--- src/rtl/fetch_stage_if.sv ---
// Fetch-stage bus bundle: instruction-memory port, decode-stage redirect inputs
// and the IF/ID register outputs. The fetch stage is the master.
interface fetch_stage_if;
  logic [31:0] imem_addr;
  logic [31:0] imem_rdata;
  logic        branch_d;
  logic        branch_eq_d;
  logic        abs_jump_d;
  logic        abs_jump_loc_d;
  logic [31:0] immediate_d;
  logic [31:0] rs_val_d;
  logic [31:0] rt_val_d;
  logic        bye_d;
  logic [31:0] instr_d;
  logic [31:0] pc_d;
  logic [31:0] pc8_d;
  logic        bubble_d;

  modport master (
    output imem_addr, instr_d, pc_d, pc8_d, bubble_d,
    input  imem_rdata, branch_d, branch_eq_d, abs_jump_d, abs_jump_loc_d,
           immediate_d, rs_val_d, rt_val_d, bye_d
  );

  modport slave (
    input  imem_addr, instr_d, pc_d, pc8_d, bubble_d,
    output imem_rdata, branch_d, branch_eq_d, abs_jump_d, abs_jump_loc_d,
           immediate_d, rs_val_d, rt_val_d, bye_d
  );
endinterface

--- src/rtl/fetch_stage.sv ---
// Instruction fetch and IF/ID register: owns the PC, applies delay-slot branch
// and jump redirects from decode, and stops for good when decode retires syscall.
//
// state   | meaning
// --------+-----------------------------------------------------------------
// ST_RUN  | fetching; PC advances or redirects on unstalled cycles
// ST_HALT | syscall retired; PC frozen, IF/ID holds a bubble until reset
module fetch_stage #(
  parameter logic [31:0] RESET_PC = 32'h0000_3000
) (
  input  logic            clk,
  input  logic            reset,
  input  logic            stall,
  fetch_stage_if.master   bus,
  output logic            halted
);

  typedef enum logic {ST_RUN, ST_HALT} state_e;

  state_e      state_q, state_d;
  logic [31:0] fetch_pc_q, fetch_pc_d;
  logic [31:0] ifid_instr_q, ifid_instr_d;
  logic [31:0] ifid_pc_q, ifid_pc_d;
  logic        ifid_bubble_q, ifid_bubble_d;

  logic [31:0] pc_plus4;
  logic [31:0] branch_target;
  logic [31:0] jump_target;
  logic [31:0] redirect_target;
  logic        branch_cond;
  logic        fire;
  logic        redirect;
  logic        halt_go;

  // Targets are relative to the instruction in decode, not the fetch PC.
  assign pc_plus4        = ifid_pc_q + 32'd4;
  assign branch_target   = pc_plus4 + (bus.immediate_d << 2);
  assign jump_target     = bus.abs_jump_loc_d
                           ? {pc_plus4[31:28], bus.immediate_d[25:0], 2'b00}
                           : bus.rs_val_d;
  assign redirect_target = bus.abs_jump_d ? jump_target : branch_target;

  assign branch_cond = bus.branch_eq_d ? (bus.rs_val_d == bus.rt_val_d)
                                       : (bus.rs_val_d != bus.rt_val_d);

  assign fire     = (state_q == ST_RUN) && !stall && !ifid_bubble_q;
  assign redirect = fire && (bus.abs_jump_d || (bus.branch_d && branch_cond));
  assign halt_go  = fire && bus.bye_d;

  always_ff @(posedge clk) begin
    if (!reset) begin
      state_q       <= ST_RUN;
      fetch_pc_q    <= RESET_PC;
      ifid_instr_q  <= 32'd0;
      ifid_pc_q     <= 32'd0;
      ifid_bubble_q <= 1'b1;
    end else begin
      state_q       <= state_d;
      fetch_pc_q    <= fetch_pc_d;
      ifid_instr_q  <= ifid_instr_d;
      ifid_pc_q     <= ifid_pc_d;
      ifid_bubble_q <= ifid_bubble_d;
    end
  end

  always_comb begin
    state_d       = state_q;
    fetch_pc_d    = fetch_pc_q;
    ifid_instr_d  = ifid_instr_q;
    ifid_pc_d     = ifid_pc_q;
    ifid_bubble_d = ifid_bubble_q;
    case (state_q)
      ST_RUN: begin
        if (!stall) begin
          fetch_pc_d = redirect ? redirect_target : fetch_pc_q + 32'd4;
          // The word behind syscall is squashed rather than latched.
          if (halt_go) begin
            state_d       = ST_HALT;
            ifid_instr_d  = 32'd0;
            ifid_bubble_d = 1'b1;
          end else begin
            ifid_instr_d  = bus.imem_rdata;
            ifid_pc_d     = fetch_pc_q;
            ifid_bubble_d = 1'b0;
          end
        end
      end
      ST_HALT: begin
        ifid_instr_d  = 32'd0;
        ifid_bubble_d = 1'b1;
      end
      default: begin
        state_d = ST_RUN;
      end
    endcase
  end

  assign bus.imem_addr = fetch_pc_q;
  assign bus.instr_d   = ifid_instr_q;
  assign bus.pc_d      = ifid_pc_q;
  assign bus.pc8_d     = ifid_pc_q + 32'd8;
  assign bus.bubble_d  = ifid_bubble_q;
  assign halted        = (state_q == ST_HALT);

endmodule
--- src/flat_wrapper.sv ---
// flat-port wrapper written by rule: the top's interface ports become plain ports
module fetch_stage_flat 
#(
  parameter logic [31:0] RESET_PC = 32'h0000_3000
)
  (clk, reset, stall, halted, bus_imem_addr, bus_instr_d, bus_pc_d, bus_pc8_d, bus_bubble_d, bus_imem_rdata, bus_branch_d, bus_branch_eq_d, bus_abs_jump_d, bus_abs_jump_loc_d, bus_immediate_d, bus_rs_val_d, bus_rt_val_d, bus_bye_d);
  fetch_stage_if bus_i ();
  input  logic clk;
  input  logic reset;
  input  logic stall;
  output logic halted;
  output wire logic [$bits(bus_i.imem_addr)-1:0] bus_imem_addr;
  output wire logic [$bits(bus_i.instr_d)-1:0] bus_instr_d;
  output wire logic [$bits(bus_i.pc_d)-1:0] bus_pc_d;
  output wire logic [$bits(bus_i.pc8_d)-1:0] bus_pc8_d;
  output wire logic [$bits(bus_i.bubble_d)-1:0] bus_bubble_d;
  input wire logic [$bits(bus_i.imem_rdata)-1:0] bus_imem_rdata;
  input wire logic [$bits(bus_i.branch_d)-1:0] bus_branch_d;
  input wire logic [$bits(bus_i.branch_eq_d)-1:0] bus_branch_eq_d;
  input wire logic [$bits(bus_i.abs_jump_d)-1:0] bus_abs_jump_d;
  input wire logic [$bits(bus_i.abs_jump_loc_d)-1:0] bus_abs_jump_loc_d;
  input wire logic [$bits(bus_i.immediate_d)-1:0] bus_immediate_d;
  input wire logic [$bits(bus_i.rs_val_d)-1:0] bus_rs_val_d;
  input wire logic [$bits(bus_i.rt_val_d)-1:0] bus_rt_val_d;
  input wire logic [$bits(bus_i.bye_d)-1:0] bus_bye_d;
  assign bus_imem_addr = bus_i.imem_addr;
  assign bus_instr_d = bus_i.instr_d;
  assign bus_pc_d = bus_i.pc_d;
  assign bus_pc8_d = bus_i.pc8_d;
  assign bus_bubble_d = bus_i.bubble_d;
  assign bus_i.imem_rdata = bus_imem_rdata;
  assign bus_i.branch_d = bus_branch_d;
  assign bus_i.branch_eq_d = bus_branch_eq_d;
  assign bus_i.abs_jump_d = bus_abs_jump_d;
  assign bus_i.abs_jump_loc_d = bus_abs_jump_loc_d;
  assign bus_i.immediate_d = bus_immediate_d;
  assign bus_i.rs_val_d = bus_rs_val_d;
  assign bus_i.rt_val_d = bus_rt_val_d;
  assign bus_i.bye_d = bus_bye_d;
  fetch_stage #(.RESET_PC(RESET_PC)) u_core (.clk(clk), .reset(reset), .stall(stall), .bus(bus_i), .halted(halted));
endmodule
--- config.mk ---
export PLATFORM = sky130hd
export DESIGN_NAME = fetch_stage_flat
export DESIGN_NICKNAME = d
export VERILOG_FILES = /design/src/rtl/fetch_stage_if.sv /design/src/rtl/fetch_stage.sv /design/src/flat_wrapper.sv
export SDC_FILE = /design/constraint.sdc
export NUM_CORES = 1
export LEC_CHECK = 0
export BUFFER_PORTS_ARGS = -buffer_cell sky130_fd_sc_hd__buf_2
export CAP_MARGIN = 20
export CORE_UTILIZATION = 50
export CTS_CLUSTER_DIAMETER = 150
export DETAILED_ROUTE_END_ITERATION = 10
export PLACE_DENSITY = 0.75
export SLEW_MARGIN = 25
export SYNTH_ARGS = -nofsm -noshare
export SYNTH_HDL_FRONTEND = slang
export SYNTH_SLANG_ARGS = --single-unit
--- constraint.sdc ---
create_clock -name clk -period 4.95 [get_ports clk]
set_input_delay 0.495 -clock clk [delete_from_list [all_inputs] [get_ports clk]]
set_output_delay 0.495 -clock clk [all_outputs]
set_load 0.02 [all_outputs]
==> flow_metrics.py, run 1 <==
metrics = {
    "sta": {
        "hold_viol": 0,
        "worst_pin_slew_ns": 0.9141,
        "min_period_ns": 4.319,
        "whs_ns": 0.3951,
        "slew_headroom": 0.3906,
        "grt_setup_unrepaired": "false",
        "post-route-period-util": 0.8725,
        "tns_ns": 0,
        "finalClockSkew_ns": 0.007306,
        "max_freq_ghz": 0.2315,
        "setup_violations": 0,
        "drv_slew": 0,
    },
    "detailed_routing": {
        "num_vias": 8814,
        "wl_mm": 28.55,
        "drtAntennaViolNets": 0,
        "vias_per_cell": 6.012,
        "drt_iter0_drc": 1018,
        "wl_per_cell_um": 19.48,
        "drc": 0,
        "dr.pass1.iters": 5,
    },
    "global_route": {
        "grt_pass1_vias": 7635,
        "grt_antenna_before_repair": 0,
        "grtUsageTotal": 0.3409,
        "grt_max_degree": 54,
        "overflow": 0,
        "grt_pass1_wl_mm": 42.88,
    },
    "layout": {
        "drive_gt1_frac": 0.2566,
        "final_cell_mix": "buf_2, nand2_1, dfxtp_1, nor2_1, a21oi_1",
        "postLayoutCellArea_um2": 9522,
        "fin_util": 0.6217,
        "n_antenna_cell": 0,
        "final_common_cell": "buf_2",
        "syn2layout_area_growth_pct": 20.15,
        "nFillCells": 1437,
        "nets": 1425,
    },
    "clock_network": {
        "postCtsHoldBufs": 0,
        "post_cts_buffers": 0,
        "clock-sinks": 98,
        "cts_max_level": 3,
        "clkLatencyLatePin_ns": 0.35,
        "root_buffer": "clkbuf_16",
        "cts_resized": 0,
        "cts_tree": "done",
        "cts_buffers": 9,
        "clk_pin_slew_ns": 0.06,
        "clk_path_buf_depth": 2,
    },
    "floorplan": {
        "fp-row-count": 45,
        "die_area_um2": 16360,
        "core_area_um2": 15310,
        "start_util": 0.5175,
        "die_width_um": 127.9,
        "ioPinCount": 266,
        "die_h_um": 127.9,
    },
    "synthesis": {
        "yosysWarnings": 0,
        "synth_cells": 1042,
        "synth_flop_cell": "dfxtp_1",
        "synth-seq-area-share": 0.2476,
        "synth_nets": 1215,
        "syn_avg_cell_area_um2": 7.606,
        "syn-cell-area_um2": 7925,
        "ys_async_sr_fraction": 0,
        "ys_ff_latch": 98,
        "synth.distinct_cells": 72,
        "synth_edf_count": 0,
    },
    "worst_setup_path": {
        "cp.required_ns": 5.13,
        "critPathMaxFanout": 9,
        "cpMaxStageDelayCell": "dfxtp_1",
        "critPathCaptureType": "register",
        "cp_cell_sequence": "ha_1 > nand4_1 > nor3_4 > nand4_1 > or2_2 > xnor2_1 > ha_1 > a21oi_1 > o21ai_0 > a31o_2 > a21oi_1 > o21ai_1 > xor2_1 > o211ai_1 > a31oi_1",
        "crit_arrival_ns": 4.50,
        "cp-start-kind": "register",
        "slowest_delay_ns": 0.49,
        "crit_type": "register to register",
    },
    "pwr": {
        "peakVddDrop_mv": 0.2312,
        "leakage_uw": 0.004362,
        "p_per_area_nw_per_um2": 220.7,
    },
    "place": {
        "dp_hpwl_mm": 21.95,
        "io_buffer_count": 263,
        "dpl_cell_area_um2": 9261,
        "place_congestion": 0.9786,
    },
    "status": {
        "status": "finished, final reports clean",
    },
    "worst_hold_path": {
        "hp-class": "input port to register",
    },
    "run": {
        "max_cap_viol_count": 0,
    },
}
layout make-up:
type | count | area, um^2 | share of cell area
Inverter | 16 | 60.06 | 0.006307
Timing Repair Buffer | 275 | 1406 | 0.1477
Sequential cell | 98 | 1962 | 0.2060
Clock inverter | 3 | 17.52 | 0.001840
Multi-Input combinational cell | 852 | 5569 | 0.5849
Tap cell | 211 | 264.0 | 0.02773
Clock buffer | 11 | 242.7 | 0.02549
through the flow:
stage | power (uW) | cells | setup slack (ns)
after floorplan | 1255 | 1042 | 1.207
final | 2102 | 1466 | 0.6309
after global routing | 2192 | 1466 | 0.2012
after detailed placement | 1476 | 1452 | 0.7619
after global placement | 1469 | 1452 | 0.8073
after CTS | 2099 | 1466 | 0.7342
cell usage after synthesis, drive strengths merged (14+ instances only):
cell	count	area (um^2)
and3	21	146.4
a31oi	24	150.1
nor3	19	106.4
a22oi	33	247.7
clkbuf	50	187.7
buf	26	163.9
or3	14	87.58
xnor2	51	446.7
dfxtp	98	1962
mux2i	21	210.2
nand2	131	499.2
o21ai	40	200.2
xor2	63	551.8
nand3	45	230.2
nor4	17	148.9
nor2	85	324.1
nand4	29	196.4
o211ai	14	105.1
a211oi	16	120.1
inv	15	56.30
ha	36	450.4
a21oi	84	420.4
power breakdown:
group	total, uW	internal, uW	switching, uW
Clock	630	347	283
Sequential	891	830	60.7
Combinational	581	217	364
Total	2100	1390	708
path summary, 6_finish.rpt:
kind	cells past startpoint	from	end	slack, ns
max	15	u_core.bus.pc_d[4]$_SDFFE_PN0P_	u_core.bus.imem_addr[20]$_SDFFE_PN0P_	0.63
min	3	bus_imem_rdata[19]	u_core.bus.instr_d[19]$_SDFFE_PN0P_	0.40
max reg2reg	15	u_core.bus.pc_d[4]$_SDFFE_PN0P_	u_core.bus.imem_addr[20]$_SDFFE_PN0P_	0.63
min reg2reg	2	u_core.bus.imem_addr[1]$_SDFFE_PN0P_	u_core.bus.pc_d[1]$_SDFFE_PN0P_	0.48
layer usage:
metal	share of wire	global-route usage
met1	0.43	0.4669
met2	0.45	0.5409
met3	0.10	0.06010
met4	0.023	0.1114
met5	0	0
worst max-delay path, delay by kind of cell, from the launching register on:
family | cells | cell delay, ns
compound gates | 7 | 1.44
simple gates | 4 | 1.20
fa+ha+maj | 2 | 0.70
flops | 1 | 0.49
xor+xnor | 2 | 0.32
flip-flops by register name, indices dropped and copies added (netlist names):
signal and cells:
u_core.bus.bubble_d 1, u_core.bus.imem_addr 32, u_core.bus.instr_d 32, u_core.bus.pc_d 32, u_core.halted 1
kinds of logic (layout without fill, tap and decap cells):
logic type,count (synthesis),in the layout,share of synthesized area
xor+xnor,114,114,0.1260
compound gates,270,270,0.2196
simple gates,403,403,0.2591
mux,28,28,0.03647
fa+ha+maj,37,37,0.05936
flops,98,98,0.2476
buf+inv,92,305,0.05194
Power figures use the tool's default switching activity.
==> run 2: changes to the inputs <==
ABC_AREA = 1   (was unset)
PLACE_DENSITY = 0.74   (was 0.75)
==> run 2 against run 1 <==
Against the previous run: clock-buffer cell count down 2; clock power up 16%; clock skew up 0.0056 ns; area after synthesis up 13%; design area up 12%; setup slack better by 0.31 ns; wire length up 20%; critical endpoint is now u_core.bus.imem_addr[26]$_SDFFE_PN0P_; largest power group is now combinational logic; highest routed layer unchanged.
==> flow_metrics.py, run 2 <==
metrics = {
    "clock_network": {
        "cts_buffers": 9,
        "clkLatencyLatePin_ns": 0.36,
        "cts_tree": "done",
        "cts_max_level": 3,
        "clk_pin_slew_ns": 0.08,
        "clock-sinks": 98,
        "cts_resized": 0,
        "root_buffer": "clkbuf_16",
        "post_cts_buffers": 0,
        "clk_path_buf_depth": 2,
        "postCtsHoldBufs": 0,
    },
    "detailed_routing": {
        "drtAntennaViolNets": 0,
        "num_vias": 10650,
        "drc": 0,
        "dr.pass1.iters": 5,
        "wl_per_cell_um": 17.39,
        "drt_iter0_drc": 903,
        "wl_mm": 34.17,
        "vias_per_cell": 5.419,
    },
    "synthesis": {
        "synth_cells": 1514,
        "synthTopCellsByArea": "dfxtp_1, nand2_1, inv_1",
        "synth.largest_area_cell": "dfxtp_1",
        "synth.distinct_cells": 44,
        "yosysTopAreaCellShare": 0.2195,
        "synth-seq-area-share": 0.2195,
        "synth.most_common_cell": "nand2_1",
        "yosysWarnings": 0,
        "ys_ff_latch": 98,
        "ys_async_sr_fraction": 0,
        "synth_edf_count": 0,
        "synth_nets": 1687,
        "syn_avg_cell_area_um2": 5.903,
        "synth_commonest_cells": "nand2_1, inv_1, nor2_1",
        "synth_flop_cell": "dfxtp_1",
        "syn-cell-area_um2": 8937,
    },
    "layout": {
        "postLayoutCellArea_um2": 10630,
        "drive_gt1_frac": 0.1891,
        "n_antenna_cell": 0,
        "syn2layout_area_growth_pct": 18.98,
        "stdcell_count": 1965,
        "nets": 1908,
        "final_common_cell": "nand2_1",
        "final_cell_mix": "nand2_1, buf_2, inv_1, nor2_1, a21oi_1",
    },
    "global_route": {
        "grt_max_degree": 61,
        "grtUsageTotal": 0.3694,
        "overflow": 0,
        "grt_pass1_vias": 9568,
        "grt_antenna_before_repair": 0,
        "grt_pass1_wl_mm": 51.62,
    },
    "worst_setup_path": {
        "slowest_delay_ns": 0.49,
        "cp-start-kind": "register",
        "cpMaxStageDelayCell": "dfxtp_1",
        "crit_arrival_ns": 4.30,
        "critPathCaptureType": "register",
        "cp_cell_sequence": "nand2_1 > nor2_2 > nand2_2 > nor2_4 > nand2_1 > nor2_1 > xor2_1 > nand2_1 > o21ai_0 > ha_1 > nand2_1 > inv_1 > nand2_1 > nand2_1 > o21bai_1 > nand2_1 > nand3_1 > nand2_1 > nand2_1 > o21ai_0 > inv_1 > nand2_1 > nand2_1 > a21oi_2",
        "cp.required_ns": 5.24,
        "crit_type": "register to register",
        "crit_top_cell": "nand2_1",
        "critPathMaxFanout": 7,
    },
    "floorplan": {
        "core_area_um2": 17360,
        "die_area_um2": 18410,
        "fp-row-count": 48,
        "ioPinCount": 266,
        "start_util": 0.5149,
        "die_width_um": 135.7,
        "die_h_um": 135.7,
    },
    "place": {
        "dp.cells": 1949,
        "place_congestion": 0.9645,
        "dpl_cell_area_um2": 10320,
        "dp_hpwl_mm": 27.81,
        "io_buffer_count": 263,
        "pre_cts_ws_ns": 1.039,
    },
    "pwr": {
        "p_total_uw": 2583,
        "p_switching_uw": 1069,
        "peakVddDrop_mv": 0.1858,
        "p_seq_frac": 0.353,
        "leakage_uw": 0.005514,
        "combPwrFrac": 0.365,
        "p_clk_frac": 0.282,
        "p_per_area_nw_per_um2": 242.9,
        "internal_power_uw": 1514,
        "switching_share": 0.4138,
    },
    "sta": {
        "grt_setup_unrepaired": "false",
        "hold_viol": 0,
        "post-route-period-util": 0.8100,
        "drv_slew": 0,
        "slew_headroom": 0.3046,
        "setup_violations": 0,
        "worst_slack_ns": 0.9403,
        "worst_pin_slew_ns": 1.042,
        "tns_ns": 0,
        "min_period_ns": 4.010,
        "finalClockSkew_ns": 0.01293,
        "max_freq_ghz": 0.2494,
    },
    "run": {
        "max_cap_viol_count": 0,
    },
    "status": {
        "status": "finished, final reports clean",
    },
    "worst_hold_path": {
        "hp-class": "input port to register",
    },
}
[run 2: cell count changes after synthesis, sizes merged, moves of 12 or more]
cell and change:
clkbuf -12, nor2 +102, nand3 +44, or3 -14
and3 -21, xnor2 -23, inv +178, o21ai +50
a21oi +22, a31oi -17, a211oi -16, mux2i -21
nand2 +311
[run 2: stage by stage]
| step | hold WS, ns | util |
|---|---|---|
| after global routing | 0.3692 | 0.6127 |
| final | 0.3652 | 0.6127 |
| after detailed placement | 0.4690 | 0.5944 |
| after CTS | 0.3613 | 0.6127 |
| after floorplan | 0.5497 | - |
| after global placement | 0.4629 | 0.5944 |
[run 2: area by class of cell]
cell class                 count  area, um^2
fill                        1803        6723
multi-input combinational   1163        5983
sequential                    98        1962
timing repair buffer         269        1361
inverter                     194       729.5
tap                          225       281.5
clock buffer                   9       225.2
clock inverter                 7       91.34
[run 2: path summary, 6_finish.rpt]
path / start / endpoint / slack (ns) / cells past startpoint
worst min-delay path: bus_imem_rdata[5] / u_core.bus.instr_d[5]$_SDFFE_PN0P_ / 0.37 / 3
worst max register to register: u_core.bus.pc_d[6]$_SDFFE_PN0P_ / u_core.bus.imem_addr[26]$_SDFFE_PN0P_ / 0.94 / 24
worst max-delay path: u_core.bus.pc_d[6]$_SDFFE_PN0P_ / u_core.bus.imem_addr[26]$_SDFFE_PN0P_ / 0.94 / 24
worst min register to register: u_core.bus.imem_addr[0]$_SDFFE_PN0P_ / u_core.bus.imem_addr[0]$_SDFFE_PN0P_ / 0.48 / 2
[run 2: critical path: cells and delay by family (launching register included)]
kind | cells | cell delay (ns)
AOI/OAI and AO/OA | 4 | 1.02
xor gates and xnor gates | 1 | 0.21
adders and majority gates | 1 | 0.36
buffers and inverters | 2 | 0.14
DFF | 1 | 0.49
and+or+nand+nor | 16 | 1.70
[run 2: cells by family after synthesis]
| logic type | synth area share |
|---|---|
| flip-flops | 0.2195 |
| adder cells (fa/ha/maj) | 0.05264 |
| AO/OA/AOI/OAI | 0.1569 |
| buffers and inverters | 0.1113 |
| AND/OR/NAND/NOR | 0.3724 |
| XOR/XNOR | 0.08722 |
[run 2: power groups by stage]
stage / combinational [uW] / clock, uW / sequential, uW
after global placement: 914 / 0 / 925
after global routing: 1030 / 767 / 919
final: 943 / 729 / 911
after CTS: 927 / 732 / 909
after detailed placement: 922 / 0 / 926
after floorplan: 545 / 0 / 970
[run 2: per-layer routing]
metal	GRT usage	up-vias	share of wire
met5	0	-	0
met4	0.1660	0	0.039
met3	0.05387	64	0.079
met2	0.5969	470	0.46
met1	0.4834	4822	0.42
li1	-	5292	-
==> run 3: changes to the inputs <==
ABC_AREA = 0   (was 1)
CORE_UTILIZATION = 47   (was 50)
clock period = 3.56 ns   (was 4.95 ns; I/O delays follow)
==> run 3 against run 2 <==
Against the previous run: non-clock buffer count up 74; critical endpoint is now u_core.bus.imem_addr[30]$_SDFFE_PN0P_; combinational power down 5.4%; critical path type unchanged; design area down 3.5%.
==> flow_metrics.py, run 3 (synthesis results as in run 1) <==
metrics = {
    "status": {
        "status": "finished, final reports clean",
    },
    "worst_setup_path": {
        "critPathMaxFanout": 6,
        "cp.required_ns": 3.76,
        "critPathCaptureType": "register",
        "crit_arrival_ns": 3.71,
        "ff2ff_path_depth": 17,
        "crit_type": "register to register",
        "cp-start-kind": "register",
    },
    "sta": {
        "min_period_ns": 3.511,
        "setup_violations": 0,
        "post-route-period-util": 0.9861,
        "hold_viol": 0,
        "whs_ns": 0.2662,
        "drv_slew": 0,
        "max_freq_ghz": 0.2848,
        "worst_pin_slew_ns": 0.7991,
        "finalClockSkew_ns": 0.007635,
        "tns_ns": 0,
        "slew_headroom": 0.4673,
    },
    "global_route": {
        "grt_max_degree": 59,
        "grt_pass1_vias": 8203,
        "grt_pass1_wl_mm": 45.19,
        "overflow": 0,
        "grtUsageTotal": 0.3315,
        "grt_antenna_before_repair": 0,
    },
    "detailed_routing": {
        "dr.pass1.iters": 6,
        "vias_per_cell": 5.945,
        "num_vias": 9162,
        "drt_iter0_drc": 838,
        "wl_mm": 29.96,
        "drtAntennaViolNets": 0,
        "drc": 0,
        "wl_per_cell_um": 19.44,
    },
    "clock_network": {
        "clk_pin_slew_ns": 0.06,
        "cts_buffers": 9,
        "clkLatencyLatePin_ns": 0.34,
        "cts_tree": "done",
        "root_buffer": "clkbuf_16",
        "clk_path_buf_depth": 2,
        "clock-sinks": 98,
        "cts_max_level": 3,
    },
    "floorplan": {
        "start_util": 0.4796,
        "die_h_um": 131.9,
        "core_area_um2": 16520,
        "ioPinCount": 266,
        "die_width_um": 131.9,
        "fp-row-count": 47,
        "die_area_um2": 17390,
    },
    "pwr": {
        "internal_power_uw": 2031,
        "p_seq_frac": 0.405,
        "leakage_uw": 0.004768,
        "switching_share": 0.3286,
        "p_per_area_nw_per_um2": 294.8,
        "p_clk_frac": 0.300,
        "peakVddDrop_mv": 0.2922,
        "p_switching_uw": 994.3,
        "combPwrFrac": 0.295,
    },
    "place": {
        "dp.cells": 1523,
        "io_buffer_count": 263,
        "dp_hpwl_mm": 23.54,
        "place_congestion": 0.9382,
    },
    "layout": {
        "seqCellArea_um2": 1964,
        "final_cell_mix": "buf_2, nand2_1, dfxtp_1, nor2_1, buf_4",
        "syn2layout_area_growth_pct": 29.49,
        "final_common_cell": "buf_2",
        "multi_input_area_um2": 5767,
        "nets": 1493,
        "n_antenna_cell": 0,
        "drive_gt1_frac": 0.3187,
        "stdcell_count": 1541,
        "nFillCells": 1526,
    },
    "run": {
        "max_cap_viol_count": 0,
    },
    "worst_hold_path": {
        "hold-path-cell-count": 3,
        "hp-class": "input port to register",
    },
}
run 3: worst max-delay path, cell delays in order, from the launching register on:
cell	delay, ns
dfxtp_2	0.33
ha_2	0.17
nand4_1	0.19
nor3_4	0.32
buf_6	0.16
nand2_2	0.08
nor2_2	0.14
nand2_1	0.08
xnor2_1	0.14
ha_1	0.39
a21o_1	0.22
nor3_1	0.16
o21ai_0	0.14
a21o_1	0.17
a21o_1	0.16
a21oi_2	0.15
xor2_1	0.26
a21oi_1	0.11
run 3: per-layer routing:
layer  global-route usage  wire length (um)  share of wire  vias to the layer above
li1                     -                 -              -                     4333
met1               0.4343             12570           0.42                     4314
met5                    0                 0              0                        -
met3              0.05421              2679          0.089                       56
met4               0.1040               794          0.027                        0
met2               0.5553             13920           0.46                      459
run 3: power groups by stage:
stage	registers, uW	logic (uW)	clock network [uW]
global route	1230	957	954
CTS	1220	860	915
finish	1230	892	908
floorplan	1300	447	0
global placement	1250	845	0
detailed placement	1250	855	0
run 3: stage by stage:
step | total power [uW] | area [um^2] | worst slack (ns) | utilization
2_1_floorplan | 1746 | 7930 | 0.01761 | -
4_1_cts | 2998 | 10040 | 0.003757 | 0.6076
3_5_place_dp | 2101 | 9761 | -0.03171 | 0.5907
5_1_grt | 3144 | 10260 | -0.06631 | 0.6210
3_3_place_gp | 2090 | 9756 | 0.01857 | 0.5904
6_report | 3026 | 10260 | 0.04936 | 0.6210
run 3: final timing paths:
kind / startpoint / end / slack (ns)
worst max-delay path: u_core.bus.pc_d[3]$_SDFFE_PN0P_ / u_core.bus.imem_addr[30]$_SDFFE_PN0P_ / 0.05
worst min-delay path: bus_imem_rdata[25] / u_core.bus.instr_d[25]$_SDFFE_PN0P_ / 0.27
worst max register to register: u_core.bus.pc_d[3]$_SDFFE_PN0P_ / u_core.bus.imem_addr[30]$_SDFFE_PN0P_ / 0.05
worst min register to register: u_core.bus.imem_addr[0]$_SDFFE_PN0P_ / u_core.bus.pc_d[0]$_SDFFE_PN0P_ / 0.48
run 3: what timing repair did:
| action | CTS | global route |
|---|---|---|
| setup buffers | 1 | 5 |
| hold buffers | 0 | 0 |
| pin swaps | 1 | 22 |
| setup endpoints to repair | 6 | 16 |
| gates resized for setup | 2 | 42 |
run 3: layout make-up:
class                   count  area share
repair buffers            343      0.1884
flip-flops and latches     98      0.1914
inverters                  16    0.005852
multi-input cells         852      0.5619
clock buffers              11     0.02268
well taps                 220     0.02682
clock inverters             1    0.002926
